## src/rtl/link_frame_tx_if.sv

```systemverilog
// link_frame_tx_if: descriptor, payload, link tx-enqueue and link rx-dequeue signals of the frame transmitter
interface link_frame_tx_if #(
    parameter int DATAWIDTH = 32
);
    logic                 msg_valid;
    logic [7:0]           msg_chan;
    logic [15:0]          msg_len;
    logic                 msg_ready;
    logic                 data_valid;
    logic [DATAWIDTH-1:0] data_v;
    logic                 data_ready;
    logic [DATAWIDTH-1:0] link_tx_v;
    logic                 en_link_tx_enq;
    logic                 rdy_link_tx_enq;
    logic [DATAWIDTH-1:0] link_rx_first;
    logic                 rdy_link_rx_first;
    logic                 en_link_rx_deq;

    modport master (
        output msg_valid, msg_chan, msg_len, data_valid, data_v,
        output rdy_link_tx_enq, link_rx_first, rdy_link_rx_first,
        input  msg_ready, data_ready, link_tx_v, en_link_tx_enq, en_link_rx_deq
    );

    modport slave (
        input  msg_valid, msg_chan, msg_len, data_valid, data_v,
        input  rdy_link_tx_enq, link_rx_first, rdy_link_rx_first,
        output msg_ready, data_ready, link_tx_v, en_link_tx_enq, en_link_rx_deq
    );
endinterface

```

## src/rtl/link_frame_tx.sv

```systemverilog
// link_frame_tx: credit-gated header+payload framer; LINK_FRAME_TRAILER_EN adds an XOR trailer word per frame
module link_frame_tx #(
    parameter int DATAWIDTH    = 32,
    parameter int CREDITS_INIT = 8
) (
    input  logic                CLK,
    input  logic                RST,
    link_frame_tx_if.slave      bus,
    input  logic                link_up,
    output logic [15:0]         credits,
    output logic                busy,
    output logic [31:0]         frames_sent,
    output logic                err_bad_rx
);
    typedef enum logic [1:0] {
        IDLE,
        HDR,
        PAYLOAD
`ifdef LINK_FRAME_TRAILER_EN
        , TRAILER
`endif
    } state_t;

    state_t               state;
    logic [7:0]           chan;
    logic [15:0]          len;
    logic [15:0]          remaining;
    logic [DATAWIDTH-1:0] hdr_word;
    logic                 gate;
    logic                 accept;
    logic                 enq;
    logic                 is_credit;
    logic [15:0]          ret_amt;
    logic [16:0]          sum;
    logic                 unused_rx;
`ifdef LINK_FRAME_TRAILER_EN
    logic [DATAWIDTH-1:0] acc;
`endif

    // Handshake strobes are combinational on registered state/credits and forced low during reset
    always_comb begin
        hdr_word           = DATAWIDTH'({chan, 8'h00, len});
        gate               = bus.rdy_link_tx_enq && credits != 16'd0;
        bus.msg_ready      = !RST && link_up && state == IDLE;
        accept             = bus.msg_valid && bus.msg_ready;
        bus.data_ready     = !RST && state == PAYLOAD && gate;
`ifdef LINK_FRAME_TRAILER_EN
        enq                = !RST && (state == PAYLOAD ? bus.data_valid && gate : state != IDLE && gate);
        bus.link_tx_v      = state == PAYLOAD ? bus.data_v : state == TRAILER ? acc : hdr_word;
`else
        enq                = !RST && (state == PAYLOAD ? bus.data_valid && gate : state == HDR && gate);
        bus.link_tx_v      = state == PAYLOAD ? bus.data_v : hdr_word;
`endif
        bus.en_link_tx_enq = enq;
        bus.en_link_rx_deq = !RST && bus.rdy_link_rx_first;
        is_credit          = bus.link_rx_first[31:24] == 8'hC0;
        ret_amt            = bus.en_link_rx_deq && is_credit ? bus.link_rx_first[15:0] : 16'd0;
        sum                = {1'b0, credits} + {1'b0, ret_amt} - 17'(enq);
        busy               = state != IDLE;
        unused_rx          = ^bus.link_rx_first;
    end

    // Frame sequencing, credit accounting (saturating) and rx error flag
    always_ff @(posedge CLK or posedge RST) begin
        if (RST) begin
            state       <= IDLE;
            credits     <= 16'(CREDITS_INIT);
            frames_sent <= '0;
            remaining   <= '0;
            err_bad_rx  <= 1'b0;
            chan        <= '0;
            len         <= '0;
`ifdef LINK_FRAME_TRAILER_EN
            acc         <= '0;
`endif
        end else begin
            credits    <= sum[16] ? 16'hFFFF : sum[15:0];
            err_bad_rx <= bus.en_link_rx_deq && !is_credit;
            case (state)
                IDLE: if (accept) begin
                    chan  <= bus.msg_chan;
                    len   <= bus.msg_len;
                    state <= HDR;
`ifdef LINK_FRAME_TRAILER_EN
                    acc   <= '0;
`endif
                end
                HDR: if (enq) begin
`ifdef LINK_FRAME_TRAILER_EN
                    acc <= acc ^ hdr_word;
`endif
                    if (len == 16'd0) begin
`ifdef LINK_FRAME_TRAILER_EN
                        state <= TRAILER;
`else
                        state       <= IDLE;
                        frames_sent <= frames_sent + 32'd1;
`endif
                    end else begin
                        remaining <= len;
                        state     <= PAYLOAD;
                    end
                end
                PAYLOAD: if (enq) begin
                    remaining <= remaining - 16'd1;
`ifdef LINK_FRAME_TRAILER_EN
                    acc <= acc ^ bus.data_v;
                    if (remaining == 16'd1) state <= TRAILER;
`else
                    if (remaining == 16'd1) begin
                        state       <= IDLE;
                        frames_sent <= frames_sent + 32'd1;
                    end
`endif
                end
`ifdef LINK_FRAME_TRAILER_EN
                TRAILER: if (enq) begin
                    state       <= IDLE;
                    frames_sent <= frames_sent + 32'd1;
                end
`endif
                default: state <= IDLE;
            endcase
        end
    end
endmodule

```

## src/flat_wrapper.sv

```systemverilog
// flat-port wrapper written by rule: the top's interface ports become plain ports
module link_frame_tx_flat 
#(
    parameter int DATAWIDTH    = 32,
    parameter int CREDITS_INIT = 8
)
  (CLK, RST, link_up, credits, busy, frames_sent, err_bad_rx, bus_msg_valid, bus_msg_chan, bus_msg_len, bus_data_valid, bus_data_v, bus_rdy_link_tx_enq, bus_link_rx_first, bus_rdy_link_rx_first, bus_msg_ready, bus_data_ready, bus_link_tx_v, bus_en_link_tx_enq, bus_en_link_rx_deq);
  link_frame_tx_if #(.DATAWIDTH(DATAWIDTH)) bus_i ();
  input  logic CLK;
  input  logic RST;
  input  logic link_up;
  output logic [15:0] credits;
  output logic busy;
  output logic [31:0] frames_sent;
  output logic err_bad_rx;
  input wire logic [$bits(bus_i.msg_valid)-1:0] bus_msg_valid;
  input wire logic [$bits(bus_i.msg_chan)-1:0] bus_msg_chan;
  input wire logic [$bits(bus_i.msg_len)-1:0] bus_msg_len;
  input wire logic [$bits(bus_i.data_valid)-1:0] bus_data_valid;
  input wire logic [$bits(bus_i.data_v)-1:0] bus_data_v;
  input wire logic [$bits(bus_i.rdy_link_tx_enq)-1:0] bus_rdy_link_tx_enq;
  input wire logic [$bits(bus_i.link_rx_first)-1:0] bus_link_rx_first;
  input wire logic [$bits(bus_i.rdy_link_rx_first)-1:0] bus_rdy_link_rx_first;
  output wire logic [$bits(bus_i.msg_ready)-1:0] bus_msg_ready;
  output wire logic [$bits(bus_i.data_ready)-1:0] bus_data_ready;
  output wire logic [$bits(bus_i.link_tx_v)-1:0] bus_link_tx_v;
  output wire logic [$bits(bus_i.en_link_tx_enq)-1:0] bus_en_link_tx_enq;
  output wire logic [$bits(bus_i.en_link_rx_deq)-1:0] bus_en_link_rx_deq;
  assign bus_i.msg_valid = bus_msg_valid;
  assign bus_i.msg_chan = bus_msg_chan;
  assign bus_i.msg_len = bus_msg_len;
  assign bus_i.data_valid = bus_data_valid;
  assign bus_i.data_v = bus_data_v;
  assign bus_i.rdy_link_tx_enq = bus_rdy_link_tx_enq;
  assign bus_i.link_rx_first = bus_link_rx_first;
  assign bus_i.rdy_link_rx_first = bus_rdy_link_rx_first;
  assign bus_msg_ready = bus_i.msg_ready;
  assign bus_data_ready = bus_i.data_ready;
  assign bus_link_tx_v = bus_i.link_tx_v;
  assign bus_en_link_tx_enq = bus_i.en_link_tx_enq;
  assign bus_en_link_rx_deq = bus_i.en_link_rx_deq;
  link_frame_tx #(.DATAWIDTH(DATAWIDTH), .CREDITS_INIT(CREDITS_INIT)) u_core (.CLK(CLK), .RST(RST), .bus(bus_i), .link_up(link_up), .credits(credits), .busy(busy), .frames_sent(frames_sent), .err_bad_rx(err_bad_rx));
endmodule
```

## config.mk

```make
export PLATFORM = sky130hd
export DESIGN_NAME = link_frame_tx_flat
export DESIGN_NICKNAME = d
export VERILOG_FILES = /design/src/rtl/link_frame_tx_if.sv /design/src/rtl/link_frame_tx.sv /design/src/flat_wrapper.sv
export SDC_FILE = /design/constraint.sdc
export NUM_CORES = 1
export LEC_CHECK = 0
export CORE_MARGIN = 3
export CORE_UTILIZATION = 30
export CTS_CLUSTER_SIZE = 14
export DETAILED_ROUTE_END_ITERATION = 10
export PLACE_DENSITY = 0.66
export SYNTH_ARGS = -nofsm -noshare
export SYNTH_HDL_FRONTEND = slang
export SYNTH_SLANG_ARGS = --single-unit
```

## constraint.sdc

```tcl
create_clock -name CLK -period 3.9 [get_ports CLK]
set_input_delay 0.39 -clock CLK [delete_from_list [all_inputs] [get_ports CLK]]
set_output_delay 0.39 -clock CLK [all_outputs]
set_load 0.01 [all_outputs]
```

==> results of run 1 <==
cell usage in the layout (no fill, tap or decap), drive strengths merged, types with 3 or more instances in the layout:
cell and n:
clkdlybuf4s50 172, dfrtp 90, inv 65, nand2 56, mux2 44, buf 39, ha 38, xor2 30
o21ai 29, nor2 25, nand3 25, nor4 23, a21oi 20, nor3 16, and2 13, nor2b 12
xnor2 11, nand4 11, a21o 10, o21a 9, clkbuf 9, or4 8, and3 5, a31oi 4
a2bb2oi 4, o22ai 4, a211oi 4, or3 3, o211ai 3, or2 3, mux2i 3, a2111oi 3
clkinv 3
worst max-delay path: stages (launching register included):
cell and delay (ns):
sky130_fd_sc_hd__dfrtp_1 0.40, sky130_fd_sc_hd__nor4_1 0.27, sky130_fd_sc_hd__buf_4 0.18, sky130_fd_sc_hd__a41o_1 0.25, sky130_fd_sc_hd__nor2_1 0.09, sky130_fd_sc_hd__ha_1 0.28
sky130_fd_sc_hd__inv_1 0.04, sky130_fd_sc_hd__ha_1 0.22, sky130_fd_sc_hd__fa_1 0.42, sky130_fd_sc_hd__a211oi_2 0.26, sky130_fd_sc_hd__o21ai_1 0.14, sky130_fd_sc_hd__and3_1 0.20
sky130_fd_sc_hd__a221oi_1 0.33, sky130_fd_sc_hd__nand2_1 0.17, sky130_fd_sc_hd__or2_2 0.29
path summary, 6_finish.rpt:
| path | start | end | slack, ns |
|---|---|---|---|
| min in group asynchronous | RST | u_core.state[0] | 0.68 |
| worst max register to register | u_core.credits[13] | u_core.credits[1] | 0.26 |
| max in group asynchronous | RST | u_core.frames_sent[25] | 2.15 |
| worst min register to register | u_core.frames_sent[31] | u_core.frames_sent[31] | 0.47 |
| worst max-delay path | u_core.credits[13] | u_core.credits[1] | 0.26 |
| worst min-delay path | u_core.frames_sent[31] | u_core.frames_sent[31] | 0.47 |
layer usage:
metal / global-route usage, % / vias to the layer above / part of all wire [%]
li1: - / 2581 / -
met1: 20.4 / 2499 / 46
met2: 26.1 / 150 / 48
met3: 3.05 / 16 / 5.2
met4: 4.66 / 0 / 1.5
met5: 0 / - / 0
registers in the layout, indices dropped and copies added, names as in the netlist:
signal	count
u_core.frames_sent	32
u_core.credits	16
u_core.len	16
u_core.remaining	16
u_core.chan	8
u_core.state	2
u_core.err_bad_rx	1
stage by stage:
stage | hold WS, ns | setup TNS, ns
2_1_floorplan | 0.475 | 0
3_3_place_gp | 0.484 | -1.31
3_5_place_dp | 0.475 | -1.20
4_1_cts | 0.484 | 0
5_1_grt | 0.505 | 0
6_report | 0.470 | 0
cells by family (layout without fill, tap and decap cells):
group,count (synthesis),in the layout,synth area share (%)
fa+ha+maj,39,39,8.43
xor+xnor,41,41,6.11
mux,47,47,8.94
buf+inv,87,291,5.70
simple gates,208,208,19.6
flops,91,91,38.8
compound gates,107,107,12.5
area by class of cell:
| class | instances | area, um2 |
|---|---|---|
| sequential | 91 | 2280 |
| fill | 1839 | 10500 |
| clock buffer | 9 | 225 |
| clock inverter | 7 | 76.3 |
| tap | 260 | 325 |
| timing repair buffer | 211 | 2010 |
| inverter | 64 | 243 |
| multi-input combinational | 442 | 3270 |
power by group through the flow:
stage	combinational, mW	clock [mW]	sequential [mW]
after floorplan	1.97	0	1.40
after global placement	3.14	0	1.42
after detailed placement	3.16	0	1.42
after CTS	3.19	0.928	1.41
after global routing	3.53	0.966	1.45
final	3.17	0.899	1.41
==> metrics, run 1 <==
Clk network pwr share=16.4%; cts hold-fix bufs=0; total nets after synthesis=754; routed len/inst=15.1 um; power density over cell area=650 mW/mm2; number of design-rule violations left by the first detailed-router iteration=291; number of nets still failing antenna checks after routing=0; number of cells on the worst reg-to-reg path=14; Total Power=5.48 mW; endpoint arrival time on the critical path=3.87 ns; number of rows in the core area=50; final core utilization=44.5%; yosys synthesis warning count=0; Post-Synthesis Cells=620; post-detail-place hpwl=12.3 mm; via count of the routed design=5246; reported net switching power=2.24 mW; Achievable Freq=0.275 GHz; Final setup viols=0; antenna violations before repair=0; register bit total from synthesis=91; hold violation total from the final report=0; predominant post-synthesis flop cell=sky130_fd_sc_hd__dfrtp_1; transition time of the tightest slew-check pin=0.720 ns; CTS tree=built; area of all placed cells without fillers=0.00844 mm2; share of synthesized flip-flops with an asynchronous set or reset=100%; die area=0.0213 mm2; later-pin clock latency in the skew report=0.35 ns; final worst-path cycle share=93.3%; count of inserted antenna diode cells=0; result of the run=finished, final reports clean; critical path launch point type=register; dpl cell area=0.00813 mm2; Setup WS pre-CTS=-0.144 ns; RD Place Congestion=0.842; die boundary width=146 um; initial cell density of the core=31.0%; Internal Power=3.24 mW; final setup slack of the worst path=0.263 ns; PostCTS Resize Cnt=0; biggest area contributors in the synthesized netlist=sky130_fd_sc_hd__dfrtp_1 (38%), sky130_fd_sc_hd__mux2_2 (8.4%), sky130_fd_sc_hd__ha_1 (8.1%); post-CTS repair timing setup buffer count=0; total length of routed wires=16.4 mm; proportion of power drawn by combinational gates=57.8%; Distinct cells, synth=61; pin count of the biggest net entering global routing=67; wire length of the first global-routing pass=27.2 mm; number of clock sinks=91; headroom to the max-slew limit=51.9%; Area growth syn-to-layout=43.5%; Net Sw Frac=40.8%; DRC violation count after routing=0; number of cells in the design after placement=1068; Max-Cap Viols=0; syn_area_per_cell=9.48 um2; Worst EP required=4.13 ns; sequential area share after synthesis=38.8%; nets=953; most used standard cells in the synthesized netlist=sky130_fd_sc_hd__dfrtp_1 (90), sky130_fd_sc_hd__inv_1 (64), sky130_fd_sc_hd__nand2_1 (55); clock buffer count from CTS=9; Critical Path End Type=register; crit-path max FO=4; critical path start-end classification=reg -> reg; I/O Buffers=172; Detailed Routing Iterations Pass 1=4; library cell occupying the most area in the post-synthesis netlist=sky130_fd_sc_hd__dfrtp_1; fraction of final layout cells with drive strength greater than 1=14.7%; via count of the first global-routing pass=5212; mapped cell area=0.00588 mm2; area share of the leading cell type in the synthesized netlist=38.3%; IO Count=181; via-per-instance ratio=4.84; RSZ-0062 raised after global routing=false; time the final worst path needs with I/O delays and setup=3.64 ns; most common cell in the netlist=sky130_fd_sc_hd__dfrtp_1; clock buffer depth=2; overall routing resource usage=15.5%; Clk Tree Root Cell=sky130_fd_sc_hd__clkbuf_16; worst supply voltage drop on vdd=0.392 mV; overflow left after global routing=0; class of the tightest hold or removal check=reg -> reg; Non-Filler Instances=1084; register share of total power=25.8%; total core area=0.0190 mm2; Clk pin slew, worst setup/hold paths=0.07 ns; Final Max Slew Viols=0; number of instances on the worst hold path=1; die extent in y=146 um; number of H-tree levels=3; Post-synth EDFFs=0; leakage=3.59 nW; Clock Skews=0.0100 ns
No activity file was read; power rests on OpenSTA's default activity.
==> run 2, diff against run 1 <==
--- a/config.mk
+++ b/config.mk
@@ -5,11 +5,13 @@
 export SDC_FILE = /design/constraint.sdc
 export NUM_CORES = 1
 export LEC_CHECK = 0
+export CORE_ASPECT_RATIO = 1.75
 export CORE_MARGIN = 3
 export CORE_UTILIZATION = 30
 export CTS_CLUSTER_SIZE = 14
 export DETAILED_ROUTE_END_ITERATION = 10
 export PLACE_DENSITY = 0.66
+export SETUP_SLACK_MARGIN = 0.3
 export SYNTH_ARGS = -nofsm -noshare
 export SYNTH_HDL_FRONTEND = slang
 export SYNTH_SLANG_ARGS = --single-unit
==> run 2 against run 1 <==
Fmax up 4.7%. Sequential power about the same. Core utilization down 0.50 points. Power up 0.48%. Critical path type unchanged. Register-to-register slack better by 0.16 ns. Sequential share of layout area about the same. Hold slack worse by 0.0042 ns. Combinational power up 3%. Wire length up 7.2%. Non-clock buffer count down 1. Design area up 0.13%.
==> metrics, run 2 (synthesis gave the netlist of run 1 again) <==
count of inserted antenna diode cells=0 (unchanged); via count of the routed design=5289 (+0.82%); worst supply voltage drop on vdd=0.549 mV (+40%); leakage=3.58 nW (-0.27%); via count of the first global-routing pass=5266 (+1.0%); Worst EP required=4.12 ns (about the same); hold violation total from the final report=0 (unchanged); RD Place Congestion=0.841 (-0.11%); number of cells in the design after placement=1041 (-2.5%); time the final worst path needs with I/O delays and setup=3.47 ns (-0.164 ns); CTS tree=built; cell with the most instances on the worst path=sky130_fd_sc_hd__ha_1; start point of the critical path=u_core.credits[13]; Detailed Routing Iterations Pass 1=4 (unchanged); Total Power=5.51 mW (+0.48%); worst r2r src=u_core.credits[13]; die boundary width=112 um (-23%); RSZ-0062 raised after global routing=false; number of cells on the worst reg-to-reg path=14 (unchanged); later-pin clock latency in the skew report=0.35 ns (about the same); Crit. path cell count=14 (unchanged); pin count of the biggest net entering global routing=67 (unchanged); antenna violations before repair=0 (unchanged); Clk pin slew, worst setup/hold paths=0.07 ns (about the same); via-per-instance ratio=4.98 (+2.8%); Net Sw Frac=41.8% (+0.95 points); number of clock sinks=91 (unchanged); number of H-tree levels=3 (unchanged); initial cell density of the core=30.6% (-0.39 points); IO Count=181 (unchanged); die area=0.0214 mm2 (+0.32%); area of the multi-input gates=0.00334 mm2 (+2.1%); number of rows in the core area=67 (+34%); number of fillers in the final layout=1845 (+0.33%); DRC violation count after routing=0 (unchanged); crit path buf inv count=2 (unchanged); die extent in y=191 um (+31%); class of the tightest hold or removal check=reg -> reg; Clock Skews=0.0124 ns (+0.00241 ns); endpoint arrival time on the critical path=3.70 ns (-0.17 ns); leading cell type in the layout, fill and taps excluded=sky130_fd_sc_hd__clkdlybuf4s50_1; Critical path destination=u_core.credits[0]; total negative slack for setup checks=0 ns (unchanged); headroom to the max-slew limit=50.9% (-0.96 points); FF-to-FF End=u_core.credits[0]; reported net switching power=2.30 mW (+2.8%); wire length of the first global-routing pass=27.6 mm (+1.3%); Area growth syn-to-layout=43.7%; max FFs per register=32 (unchanged); critical path launch point type=register; Sequential Area=0.00228 mm2 (unchanged); critical path start-end classification=reg -> reg; number of design-rule violations left by the first detailed-router iteration=187 (-36%); nets=952 (-0.10%); register share of total power=25.9% (about the same); r2r setup slk=0.43 ns (+0.16 ns); final core utilization=44.0% (-0.50 points); leading cell types in the layout, fill and taps excluded=sky130_fd_sc_hd__clkdlybuf4s50_1 (172), sky130_fd_sc_hd__dfrtp_1 (90), sky130_fd_sc_hd__inv_1 (63); result of the run=finished, final reports clean; Clk network pwr share=14.9% (-1.5 points); Final Max Slew Viols=0 (unchanged); Clk Tree Root Cell=sky130_fd_sc_hd__clkbuf_16; post-detail-place hpwl=13.5 mm (+10%); Critical Path End Type=register; fraction of final layout cells with drive strength greater than 1=15.7% (+1.0 points); overflow left after global routing=0 (unchanged); total length of routed wires=17.6 mm (+7.2%); critical path's top delay family=simple AND/OR/NAND/NOR gates; slowest cell delay on critical path=0.43 ns (about the same); proportion of power drawn by combinational gates=59.1% (+1.3 points); transition time of the tightest slew-check pin=0.736 ns (+0.0164 ns); routed len/inst=16.5 um (+9.4%); critical path cell sequence=nor4_2, buf_4, a41o_1, nor2_1, ha_1, inv_1, ha_1, fa_1, a211oi_2, o21ai_2, and3_1, a221oi_2, nand2_2, or2_2; total core area=0.0192 mm2 (+1.3%); power density over cell area=652 mW/mm2 (+0.35%); master of the slowest instance on the critical path=sky130_fd_sc_hd__dfrtp_1; Non-Filler Instances=1063 (-1.9%); Internal Power=3.21 mW (-1.1%); Max-Cap Viols=0 (unchanged); largest register by flop count=u_core.frames_sent; I/O Buffers=172 (unchanged); final worst-path cycle share=89.1% (-4.2 points); clock buffer count from CTS=9 (unchanged); Final setup viols=0 (unchanged); crit-path max FO=4 (unchanged); number of nets still failing antenna checks after routing=0 (unchanged); clock buffer depth=2 (unchanged); Achievable Freq=0.288 GHz (+4.7%); overall routing resource usage=16.1% (+0.56 points)
==> run 2: cell count changes in the layout (fill, tap and decap cells not counted), sizes merged <==
cell    delta
buf        -1
bufinv     -1
clkbuf     +1
clkinv     -1
==> run 2: what timing repair did <==
action / 4_1_cts / 5_1_grt
gates resized for setup: 3 / 18
hold buffers: 0 / 0
setup endpoints to repair: 10 / 16
hold endpoints to repair: 0 / 0
pin swaps: 1 / 10
buffers inserted: 1 / 6
==> run 2: power groups by stage <==
stage          logic [mW]  clock network (mW)  registers, mW
2_1_floorplan        1.98                   0           1.40
3_3_place_gp         3.07                   0           1.44
4_1_cts              3.16               0.847           1.43
5_1_grt              3.59               0.875           1.47
6_report             3.26               0.823           1.43
3_5_place_dp         3.12                   0           1.45
==> run 2: how the worst min path moves through the flow <==
stage | from | endpoint | slack [ns] | cells past startpoint
after global placement | u_core.frames_sent[31] | u_core.frames_sent[31] | 0.46 | 1
after CTS | u_core.frames_sent[31] | u_core.frames_sent[31] | 0.47 | 1
final | u_core.frames_sent[31] | u_core.frames_sent[31] | 0.47 | 1
after detailed placement | u_core.frames_sent[31] | u_core.frames_sent[31] | 0.46 | 1
after floorplan | u_core.chan[5] | u_core.chan[5] | 0.48 | 1
after global routing | u_core.frames_sent[31] | u_core.frames_sent[31] | 0.50 | 1
==> run 2: cell type report <==
type	count	area share, %
Sequential cell	91	27.0
Clock buffer	10	2.71
Tap cell	241	3.57
Timing Repair Buffer	210	23.8
Clock inverter	5	0.459
Multi-Input combinational cell	442	39.6
Inverter	64	2.89
==> run 2: metrics by stage <==
stage | setup slack, ns | hold slack (ns) | cell area [um2]
2_1_floorplan | 0.360 | 0.475 | 5890
3_3_place_gp | -0.0622 | 0.459 | 8050
3_5_place_dp | -0.0726 | 0.460 | 8050
4_1_cts | 0.309 | 0.471 | 8340
5_1_grt | 0.285 | 0.495 | 8450
6_report | 0.427 | 0.465 | 8450
==> run 2: routing by layer <==
layer  global-route usage [%]  vias up  part of all wire, %
met3                     2.25       16                  3.5
met1                     17.4     2598                   38
met4                     5.15        0                  1.7
met5                        0        -                    0
met2                     31.7      100                   57
li1                         -     2575                    -
